### src/rtl/writeback_queue.sv
// writeback_queue: write-back FIFO feeding the register file, with read-port bypass from queued entries.
module writeback_queue #(
  parameter int N = 32,
  parameter int DEPTH = 4
) (
  input  logic                     clk,
  input  logic                     rst,
  input  logic                     alu_valid,
  input  logic [3:0]               alu_reg,
  input  logic [N-1:0]             alu_data,
  input  logic                     mem_valid,
  input  logic [3:0]               mem_reg,
  input  logic [N-1:0]             mem_data,
  output logic                     in_ready,
  output logic                     reg_write,
  output logic [3:0]               write_register,
  output logic [N-1:0]             write_data,
  input  logic [3:0]               read_register1,
  input  logic [3:0]               read_register2,
  input  logic [N-1:0]             rf_read_data1,
  input  logic [N-1:0]             rf_read_data2,
  output logic [N-1:0]             fwd_data1,
  output logic [N-1:0]             fwd_data2,
  output logic [$clog2(DEPTH):0]   count,
  output logic                     overflow
);
  localparam int AW = $clog2(DEPTH);
  localparam int CW = AW + 1;
  logic [3:0]    reg_q [DEPTH];
  logic [N-1:0]  dat_q [DEPTH];
  logic [AW-1:0] head_q, head_d, tail_q, tail_d, mem_slot;
  logic [CW-1:0] count_q, count_d, free;
  logic          ovf_q, ovf_d, pop, alu_acc, mem_acc;
  // Free slots include the one vacated by this cycle's pop; ALU claims first.
  always_comb begin
    pop      = count_q != '0;
    free     = CW'(DEPTH) - count_q + CW'(pop);
    alu_acc  = alu_valid && free != '0;
    mem_acc  = mem_valid && free > CW'(alu_acc);
    mem_slot = alu_acc ? tail_q + AW'(1) : tail_q;
    tail_d   = tail_q + AW'(alu_acc) + AW'(mem_acc);
    head_d   = head_q + AW'(pop);
    count_d  = count_q + CW'(alu_acc) + CW'(mem_acc) - CW'(pop);
    ovf_d    = ovf_q || (alu_valid && !alu_acc) || (mem_valid && !mem_acc);
  end
  always_ff @(posedge clk or negedge rst) begin
    if (!rst) begin
      head_q  <= '0;
      tail_q  <= '0;
      count_q <= '0;
      ovf_q   <= 1'b0;
    end else begin
      head_q  <= head_d;
      tail_q  <= tail_d;
      count_q <= count_d;
      ovf_q   <= ovf_d;
    end
  end
  always_ff @(posedge clk) begin
    if (alu_acc) begin
      reg_q[tail_q] <= alu_reg;
      dat_q[tail_q] <= alu_data;
    end
    if (mem_acc) begin
      reg_q[mem_slot] <= mem_reg;
      dat_q[mem_slot] <= mem_data;
    end
  end
  // Walk oldest to youngest so the youngest match wins.
  always_comb begin
    fwd_data1 = rf_read_data1;
    fwd_data2 = rf_read_data2;
    for (int i = 0; i < DEPTH; i++) begin
      if (CW'(i) < count_q && reg_q[head_q + AW'(i)] == read_register1) fwd_data1 = dat_q[head_q + AW'(i)];
      if (CW'(i) < count_q && reg_q[head_q + AW'(i)] == read_register2) fwd_data2 = dat_q[head_q + AW'(i)];
    end
  end
  assign in_ready       = (CW'(DEPTH) - count_q) >= CW'(2);
  assign reg_write      = pop;
  assign write_register = reg_q[head_q];
  assign write_data     = dat_q[head_q];
  assign count          = count_q;
  assign overflow       = ovf_q;
endmodule

### config.mk
export PLATFORM = sky130hd
export DESIGN_NAME = writeback_queue
export DESIGN_NICKNAME = d
export VERILOG_FILES = /design/src/rtl/writeback_queue.sv
export SDC_FILE = /design/constraint.sdc
export NUM_CORES = 1
export LEC_CHECK = 0
export CAP_MARGIN = 25
export CORE_ASPECT_RATIO = 1.4
export CORE_MARGIN = 1
export CORE_UTILIZATION = 30
export CTS_CLUSTER_DIAMETER = 100
export CTS_CLUSTER_SIZE = 24
export DETAILED_ROUTE_END_ITERATION = 10
export MAX_ROUTING_LAYER = met4
export SLEW_MARGIN = 30
export SYNTH_ARGS = -nofsm -noshare
export SYNTH_HDL_FRONTEND = slang
export SYNTH_SLANG_ARGS = --single-unit
### constraint.sdc
create_clock -name clk -period 5.59 [get_ports clk]
set_input_delay 1.118 -clock clk [delete_from_list [all_inputs] [get_ports clk]]
set_output_delay 1.118 -clock clk [all_outputs]
set_load 0.05 [all_outputs]
Word-level counts from Yosys, hierarchy flattened
Memories as Yosys holds them, arrays and structs flattened.
Cells that the tools add are included.
{"block": "totals", "ff_bits": 8, "latchBits": 0, "mem_bits_rw": 144, "mem_bits_ro": 0, "inputBits": 148, "output_inout_bits": 106, "elab_cells": 63, "n_memories": 2}
{"block": "op_classes", "n_addsub": 12, "n_mul": 0, "div_mod_pow": 0, "n_lt_le_gt_ge": 6, "n_eq_ne": 8, "n_shift": 0, "mux": 13, "bitwise": 0, "n_reduce_logical": 18}
{"memory": "dat_q", "depth": 4, "width": 32, "rd": 4, "rd_clocked_by_memory_dff": 0, "wr": 2, "line": "30", "text": "logic [N-1:0] dat_q [DEPTH];"}
{"memory": "reg_q", "depth": 4, "width": 4, "rd": 4, "rd_clocked_by_memory_dff": 0, "wr": 2, "line": "29", "text": "logic [3:0] reg_q [DEPTH];"}
{"cell": "2-to-1 mux 32 bit", "n": 8}
{"cell": "equality test 4 bit", "n": 8}
{"cell": "logical AND 1 bit", "n": 12}
{"cell": "adder 3 x 1 -> 3 bit", "n": 3}
{"cell": "adder 2 x 1 -> 2 bit", "n": 3}
{"cell": "< comparator 1 x 3 -> 1 bit (first input constant)", "n": 2}
{"cell": "< comparator 2 x 3 -> 1 bit (first input constant)", "n": 2}
{"cell": "nonzero test 3 bit", "n": 2}
{"cell": "adder 2 x 1 -> 2 bit (second input constant)", "n": 2}
{"cell": "adder 2 bit (second input constant)", "n": 2}
{"cell": "2-to-1 mux 1 bit", "n": 4}
{"cell": "greater-or-equal comparator 3 x 2 -> 1 bit (second input constant)", "n": 1}
{"cell": "> comparator 3 x 1 -> 1 bit", "n": 1}
{"cell": "subtractor 3 x 1 -> 3 bit", "n": 1}
{"cell": "subtractor 3 bit (first input constant)", "n": 1}
{"cell": "logical NOT 1 bit", "n": 2}
{"cell": "logical OR 1 bit", "n": 2}
{"cell": "2-to-1 mux 2 bit", "n": 1}

Depth between registers and ports, before layout
Gate-level depths: netlist of the first run.
{"block": "depth", "word_depth": 9, "mapped_depth": 15, "depth_no_buf": 14}

Least setup slack after synthesis of the first run
Ideal clock, no wire load.
{"block": "synth_path", "path_kind": "reg-to-reg", "start": "reg count_q[0], in the netlist count[0]", "end": "mem dat_q[0][0] (enable)", "setup_ns": 0.394, "t_arrival_ns": 4.206, "required_time_ns": 5.196, "slack_ns": 0.990, "path_stages_with_launch": 14, "n_path_buf": 2, "period_less_slack_ns": 4.600, "path_cell_list": "dfrtp_1 inv_1 ha_1 ha_1 xnor2_1 o41ai_4 inv_2 ha_1 o21ai_0 and2_1 clkbuf_1 o21ai_2 buf_2 nand2_1"}
{"item": "start: declaration", "line": "32", "text": "logic [CW-1:0] count_q, count_d, free;"}
{"item": "start signal: assignment", "line": "55", "text": "count_q <= count_d;"}
{"item": "end: declaration", "line": "30"}

Worst setup path after layout of the first run
{"block": "layout_path", "start": "reg head_q[0]", "end": "out fwd_data2[10]"}
{"block": "layout_via", "elab_chain_len": 7, "word_cells_on_any_way": 17, "cone_classes": "add/sub: 3; eq/ne: 4; mux: 4; reduce/logical: 4; memory: 2"}
{"item": "start: declaration", "line": "31", "text": "logic [AW-1:0] head_q, head_d, tail_q, tail_d, mem_slot;"}
{"item": "start signal: assignment", "line": "48", "text": "head_q <= '0;"}
{"item": "start signal: assignment", "line": "53", "text": "head_q <= head_d;"}
{"item": "adder 2 x 1 -> 2 bit / memory read (4 x 4 bit) (equally long branches)"}
{"item": "memory read (4 x 4 bit) / equality test 4 bit (equally long branches)"}
{"item": "equality test 4 bit / logical AND 1 bit (equally long branches)", "line": "75", "text": "if (CW'(i) < count_q && reg_q[head_q + AW'(i)] == read_register2) fwd_data2 = dat_q[head_q + AW'(i)];"}
{"item": "logical AND 1 bit / 2-to-1 mux 32 bit (equally long branches)", "line": "75"}
{"item": "2-to-1 mux 32 bit (2 in series)", "line": "75"}
{"item": "2-to-1 mux 32 bit *", "line": "75"}
{"item": "end: declaration", "line": "23", "text": "output logic [N-1:0] fwd_data2,"}
Every way passes the cells marked *; elsewhere a longest branch is shown, timed or not.

==> metrics.md, run 1 <==
| Metric | Value |
|---|---|
| Area Growth Syn to Fin | 27.6% |
| Final critical-path share of the clock period | 91.8% |
| Placed Cells | between 1,500 and 2,000 |
| Main flop type after synthesis | edfxtp_1 |
| Global-route usage over all layers | 21.8% |
| Post-synth top cells | edfxtp_1 (144), mux4_2 (144), mux2_2 (91) |
| Die Width | between 150 and 200 um |
| Crit Path Class | reg -> out |
| H-tree levels | 4 |
| Synth Area per Inst | between 10 and 15 sq um |
| Crit. End Element | output pin |
| Boundary Pins | about 250 |
| Post-Syn Area | between 10,000 and 15,000 sq um |
| HP Class | reg -> reg |
| Crit path launch type | flop |
| Synth area leader | edfxtp_1 |
| CTS buffer count | 17 |
| MaxCap Viol Count | 0 |
| Drc violations | 0 |
| Port bufs | roughly 250 |
| Clk Latency, worst-skew pair | between 400 and 500 ps |
| Setup Fix Bufs, Post-CTS | 0 |
| First drt pass iteration count | 5 |
| Synth unique cells | 52 |
| DRT iter0 DRCs | between 800 and 900 |
| Min Tclk post-route | between 5000 and 6000 ps |
| Total grt overflow | 0 |
| First-pass GRT wire length | about 73,000 um |
| Clk sinks | between 150 and 200 |
| Critical path peak fanout | 39 |
| TritonCTS clock tree | yes |
| Fin nets | around 1,400 |
| Final Max Slew Viols | 0 |
| Initial antenna violation count | 8 |
| Crit path DAT | ~4000 ps |
| Hold path depth | 2 |
| Post-synth EDFFs | ~140 |
| Highest clock rate | just under 200 MHz |
| Worst setup margin | ~460 ps |
| Critical path required time | between 4000 and 5000 ps |
| Ys async rst share | under 10% |
| Skew final | about 13 ps |
| Post-route setup TNS | 0 ps |
| Routed vias | about 11,000 |
| Status | complete, no violations |
| Yosys warning count | 0 |
| Die area | about 47,000 sq um |
| Routed wire length per instance | around 26 um |
| Crit path top cell by count | buf_4 |
| Sequential area share after synthesis | 32.7% |
| Ranking of synthesized cells by area | edfxtp_1 (31%), mux4_2 (23%), mux2_2 (7.4%), mux2_1 (4.3%), o311ai_2 (3.5%) |
| Die Y | between 200 and 300 um |
| Post-Layout Cell Count | 1,895 |
| Clock Pin Slew Worst Setup and Hold Paths | 70 ps |
| CTS root buf | clkbuf_16 |
| Final setup fails | 0 |
| Share of cells above drive strength 1 | 38.2% |
| Post_cts resized | 0 |
| Place WS | around 600 ps |
| CTS Hold Bufs | 0 |
| #FFs+latches synth | approximately 150 |
| RSZ-0062 raised after global routing | no |
| Vias/cell | 5.79 |
| Post-DRT Antenna Nets | 0 |
| Synth top area share | between 30% and 40% |
| CP max stage delay | between 700 and 800 ps |
| Gp weighted congestion | ~0.9 |
| Vias in the first global route | roughly 11,000 |
| HPWL after DPL | roughly 34,000 um |
| R2R depth | 13 |
| Routed WL | 49,400 um |
| Hold Vio Cnt, Final | 0 |
| Relative slew slack | about a third |
| Pin count of the biggest net entering global routing | 65 |
| Worst path cell trace | buf_4 -> buf_4 -> mux4_2 -> nand2_1 -> nor2_1 -> a211oi_2 -> o311ai_2 -> buf_4 |
| CP max stage cell | dfrtp_4 |
| Clk buf depth | 2 |
| Least-Margin Pin Slew | approximately 1000 ps |
| Instance count of the mapped netlist | between 1,000 and 1,500 |
| Cell row count | 92 |
| Syn Nets | 1,230 |
| Core area | 45,200 sq um |
| Initial Utilization | between 30% and 40% |
final timing paths:
check,start,to,slack (ps)
worst max-delay path,head_q[0],fwd_data2[10],460
worst min-delay path,overflow,overflow,510
worst max register to register,count[0],dat_q[3][12],1080
worst min register to register,overflow,overflow,510
max in group asynchronous,rst,head_q[1],4300
min in group asynchronous,rst,count[2],960
final cells by class:
type / instances / area, sq um
Antenna cell: 8 / 20.0
Clock buffer: 25 / 592
Clock inverter: 7 / 61.3
Fill cell: 4284 / 27600
Inverter: 10 / 37.5
Multi-Input combinational cell: 795 / 8760
Sequential cell: 152 / 4530
Tap cell: 611 / 764
Timing Repair Buffer: 287 / 2860
cell families (layout without fill, tap and decap cells):
kind of cell,count (synthesis),after routing,share of synthesized area [%]
XOR/XNOR,40,40,2.73
AO/OA/AOI/OAI,208,208,14.9
adder cells (fa/ha/maj),18,18,1.68
multiplexers,293,293,35.6
AND/OR/NAND/NOR,236,236,7.88
buffers and inverters,117,329,4.52
other,0,8,0
flip-flops,152,152,32.7
cell usage in the layout, fill, tap and decap left out, types with 4 or more instances in the layout:
cell type | synthesis | final
a211oi_2 | 30 | 30
a221oi_2 | 30 | 30
a22oi_1 | 32 | 32
and2_1 | 34 | 33
buf_12 | 0 | 17
buf_4 | 7 | 80
clkbuf_16 | 0 | 22
clkdlybuf4s50_1 | 0 | 189
dfrtp_1 | 8 | 6
diode_2 | 0 | 8
edfxtp_1 | 144 | 144
ha_1 | 17 | 17
inv_1 | 9 | 9
inv_6 | 0 | 4
mux2_1 | 53 | 53
mux2_2 | 91 | 91
mux2i_1 | 5 | 5
mux4_2 | 144 | 144
nand2_1 | 77 | 74
nand3_1 | 38 | 38
nor2_1 | 68 | 66
nor3_1 | 6 | 5
o21ai_0 | 24 | 24
o21ai_1 | 42 | 42
o21ai_4 | 0 | 4
o311ai_2 | 30 | 30
xnor2_1 | 30 | 30
xor2_1 | 8 | 8
metal layers:
metal	share of wire [%]	wire length, um	up-vias	global-route usage (%)
met3	6.2	3080	119	4.23
met1	36	18000	5649	23.5
met4	4.2	2070	0	11.1
li1	-	-	4718	-
met2	53	26200	490	37.7
met5	0	0	-	-
flip-flops by register name (all words and copies together), names as in the netlist:
| name | cells |
|---|---|
| dat_q | 128 |
| reg_q | 16 |
| count | 3 |
| head_q | 2 |
| tail_q | 2 |
| overflow | 1 |
per-stage QoR:
stage          cell area (sq um)  hold slack [ps]  utilization, %
6_report                   17600              509            39.0
5_1_grt                    17600              536            39.0
4_1_cts                    17600              515            38.9
3_5_place_dp               17000              485            37.5
3_3_place_gp               16900              476            37.4
2_1_floorplan              13800              530               -
critical path, delay by kind of cell (launching register included):
family                 cells  cell delay, ps
buffers and inverters      3            1390
flip-flops                 1             780
multiplexers               1             660
AO/OA/AOI/OAI              2             560
AND/OR/NAND/NOR            2             130
Power of run 1 is left out: the tool's default activity adds up to more than one toggle a clock period on the data nets, which glitch-free logic cannot reach.
==> run 2, diff against run 1 <==
SLEW_MARGIN = default   (was 30)
==> results of run 2 <==
Same layout as run 1: the final DEF is identical, and so are final timing and power.
Power of run 2 is left out for the same reason.
==> run 3, diff against run 2 <==
--- a/config.mk
+++ b/config.mk
@@ -14,4 +14,5 @@
 export DETAILED_ROUTE_END_ITERATION = 10
 export MAX_ROUTING_LAYER = met4
+export PLACE_DENSITY = 0.6
 export SYNTH_ARGS = -nofsm -noshare
 export SYNTH_HDL_FRONTEND = slang
==> constraint.sdc (replaced) <==
create_clock -name clk -period 5.59 [get_ports clk]
set_input_delay 0.559 -clock clk [delete_from_list [all_inputs] [get_ports clk]]
set_output_delay 0.559 -clock clk [all_outputs]
set_load 0.05 [all_outputs]
==> run 3 against run 2 <==
Net effect:
- register-to-register slack better by 160 ps
- setup slack improved by 230 ps
- clock skew grew 4.2 ps
- count of clock-buffer cells in the layout down 2
- maximum frequency grew 4.8%
==> metrics.md, run 3 (same netlist as run 1, synthesis figures left out) <==
| Metric | Value |
|---|---|
| Boundary Pins | 254 |
| CTS root buf | clkbuf_16 |
| Final setup fails | 0 |
| Final Max Slew Viols | 0 |
| CP max stage delay | 870 ps |
| Setup Fix Bufs, Post-CTS | 0 |
| Pin count of the biggest net entering global routing | just under 80 |
| Clock Pin Slew Worst Setup and Hold Paths | 70 ps |
| Reg2reg setup slack | 1240 ps |
| Crit path top cell by count | o21ai_1 |
| Crit. End Element | output pin |
| Critical path peak fanout | 22 |
| H-tree levels | 4 |
| Fillers | about 4,300 |
| Core area | between 40,000 and 50,000 sq um |
| Routed vias | around 11,000 |
| DRT iter0 DRCs | slightly above 900 |
| Global-route usage over all layers | roughly 22% |
| Layout Utilization | around 39% |
| Fin area | 17,600 sq um |
| Vias/cell | roughly 5.7 |
| Port bufs | about 250 |
| Skew final | around 17 ps |
| Post_cts resized | 0 |
| Placed Area | approximately 17,000 sq um |
| TritonCTS clock tree | yes |
| Biggest register | dat_q |
| Initial antenna violation count | 13 |
| Post-DRT Antenna Nets | 0 |
| MaxCap Viol Count | 0 |
| HPWL after DPL | 34,600 um |
| Least-Margin Pin Slew | between 1000 and 1500 ps |
| Vias in the first global route | 11,400 |
| Area Growth Syn to Fin | 27.0% |
| Multi-input gate area | roughly 8800 sq um |
| Crit path max-delay family | buffers and inverters |
| Drc violations | 0 |
| Clk sinks | between 150 and 200 |
| Die Y | ~260 um |
| Critical path required time | slightly above 5000 ps |
| CP max stage cell | clkdlybuf4s50_1 |
| Fin nets | roughly 1,400 |
| Clk Latency, worst-skew pair | 460 ps |
| RSZ-0062 raised after global routing | no |
| Status | complete, no violations |
| Initial Utilization | between 30% and 40% |
| Relative slew slack | 27.5% |
| Reg2reg start | count[0] |
| CTS Hold Bufs | 0 |
| Final critical-path share of the clock period | between 80% and 90% |
| Die Width | around 180 um |
| Post-route setup TNS | 0 ps |
| Worst Path Buf+Inv | 2 |
| Routed wire length per instance | between 20 and 30 um |
| Crit path launch type | flop |
| HP Class | in -> async |
| Worst path cell trace | mux4_2 -> xnor2_1 -> and4_2 -> a21oi_4 -> buf_4 -> o21ai_1 -> o21ai_1 -> clkdlybuf4s50_1 |
| Routed WL | 49,200 um |
| Crit path DAT | 4340 ps |
| Max FFs per register | approximately 130 |
| Total grt overflow | 0 |
| Cell row count | between 90 and 100 |
| Most frequent cells in the layout | clkdlybuf4s50_1 (218), mux4_2 (144), edfxtp_1 (144), mux2_2 (91), nand2_1 (74) |
| CTS buffer count | 17 |
| Die area | around 47,000 sq um |
| Worst r2r dst | dat_q[3][26] |
| Hold Vio Cnt, Final | 0 |
| Share of cells above drive strength 1 | 35.9% |
| Highest clock rate | 204 MHz |
| Crit Path Class | reg -> out |
| R2R depth | 12 |
| Commonest non-fill, non-tap cell in the layout | clkdlybuf4s50_1 |
| First-pass GRT wire length | 72,300 um |
| FF+latch area | 4530 sq um |
| First drt pass iteration count | 5 |
| Min Tclk post-route | roughly 4900 ps |
| Gp weighted congestion | roughly 0.88 |
| Clk buf depth | 2 |
==> run 3: cell types whose count changed in the layout (fill, tap and decap cells not counted), sizes merged <==
cell and delta:
clkdlybuf4s50 +29, diode +5, clkinv +1, clkbuf -2, buf -29, clkinvlp +1
==> run 3: worst max path at each step <==
| stage | startpoint | to | slack, ps | cells after the start |
|---|---|---|---|---|
| after global routing | head_q[0] | fwd_data1[12] | 490 | 7 |
| after floorplan | count[0] | dat_q[0][0] | 990 | 13 |
| after CTS | head_q[1] | fwd_data1[1] | 690 | 8 |
| after global placement | read_register1[0] | fwd_data1[26] | 1080 | 8 |
| final | head_q[1] | fwd_data1[1] | 690 | 8 |
| after detailed placement | head_q[1] | fwd_data1[1] | 1230 | 8 |
==> run 3: layout make-up <==
class,instances,share of cell area [%]
multi-input cells,795,49.9
flip-flops and latches,152,25.8
inverters,10,0.214
clock buffers,23,3.28
clock inverters,9,0.378
diodes,13,0.185
repair buffers,287,15.9
well taps,611,4.35
==> run 3: worst register-to-register path: stages (launching register included) <==
cell,delay (ps)
dfrtp_1,480
inv_1,170
ha_1,230
ha_1,300
xnor2_1,190
o41ai_4,470
inv_2,190
ha_1,310
o21ai_0,270
nand2_1,220
a21oi_4,170
a21o_2,540
buf_4,480
==> run 3: metrics by stage <==
step / hold WS (ps) / setup WS, ps / std cells
finish: 392 / 693 / 1900
CTS: 394 / 694 / 1886
detailed placement: 467 / 1230 / 1854
global placement: 481 / 1080 / 1852
global route: 414 / 488 / 1900
floorplan: 263 / 990 / 1064
==> run 3: routing by layer <==
| layer | global-route usage (%) | wire [um] |
|---|---|---|
| met4 | 11.7 | 2140 |
| met1 | 22.9 | 17700 |
| met3 | 4.08 | 3270 |
| met2 | 37.6 | 26000 |
| met5 | - | 0 |
Power of run 3 is left out for the same reason.
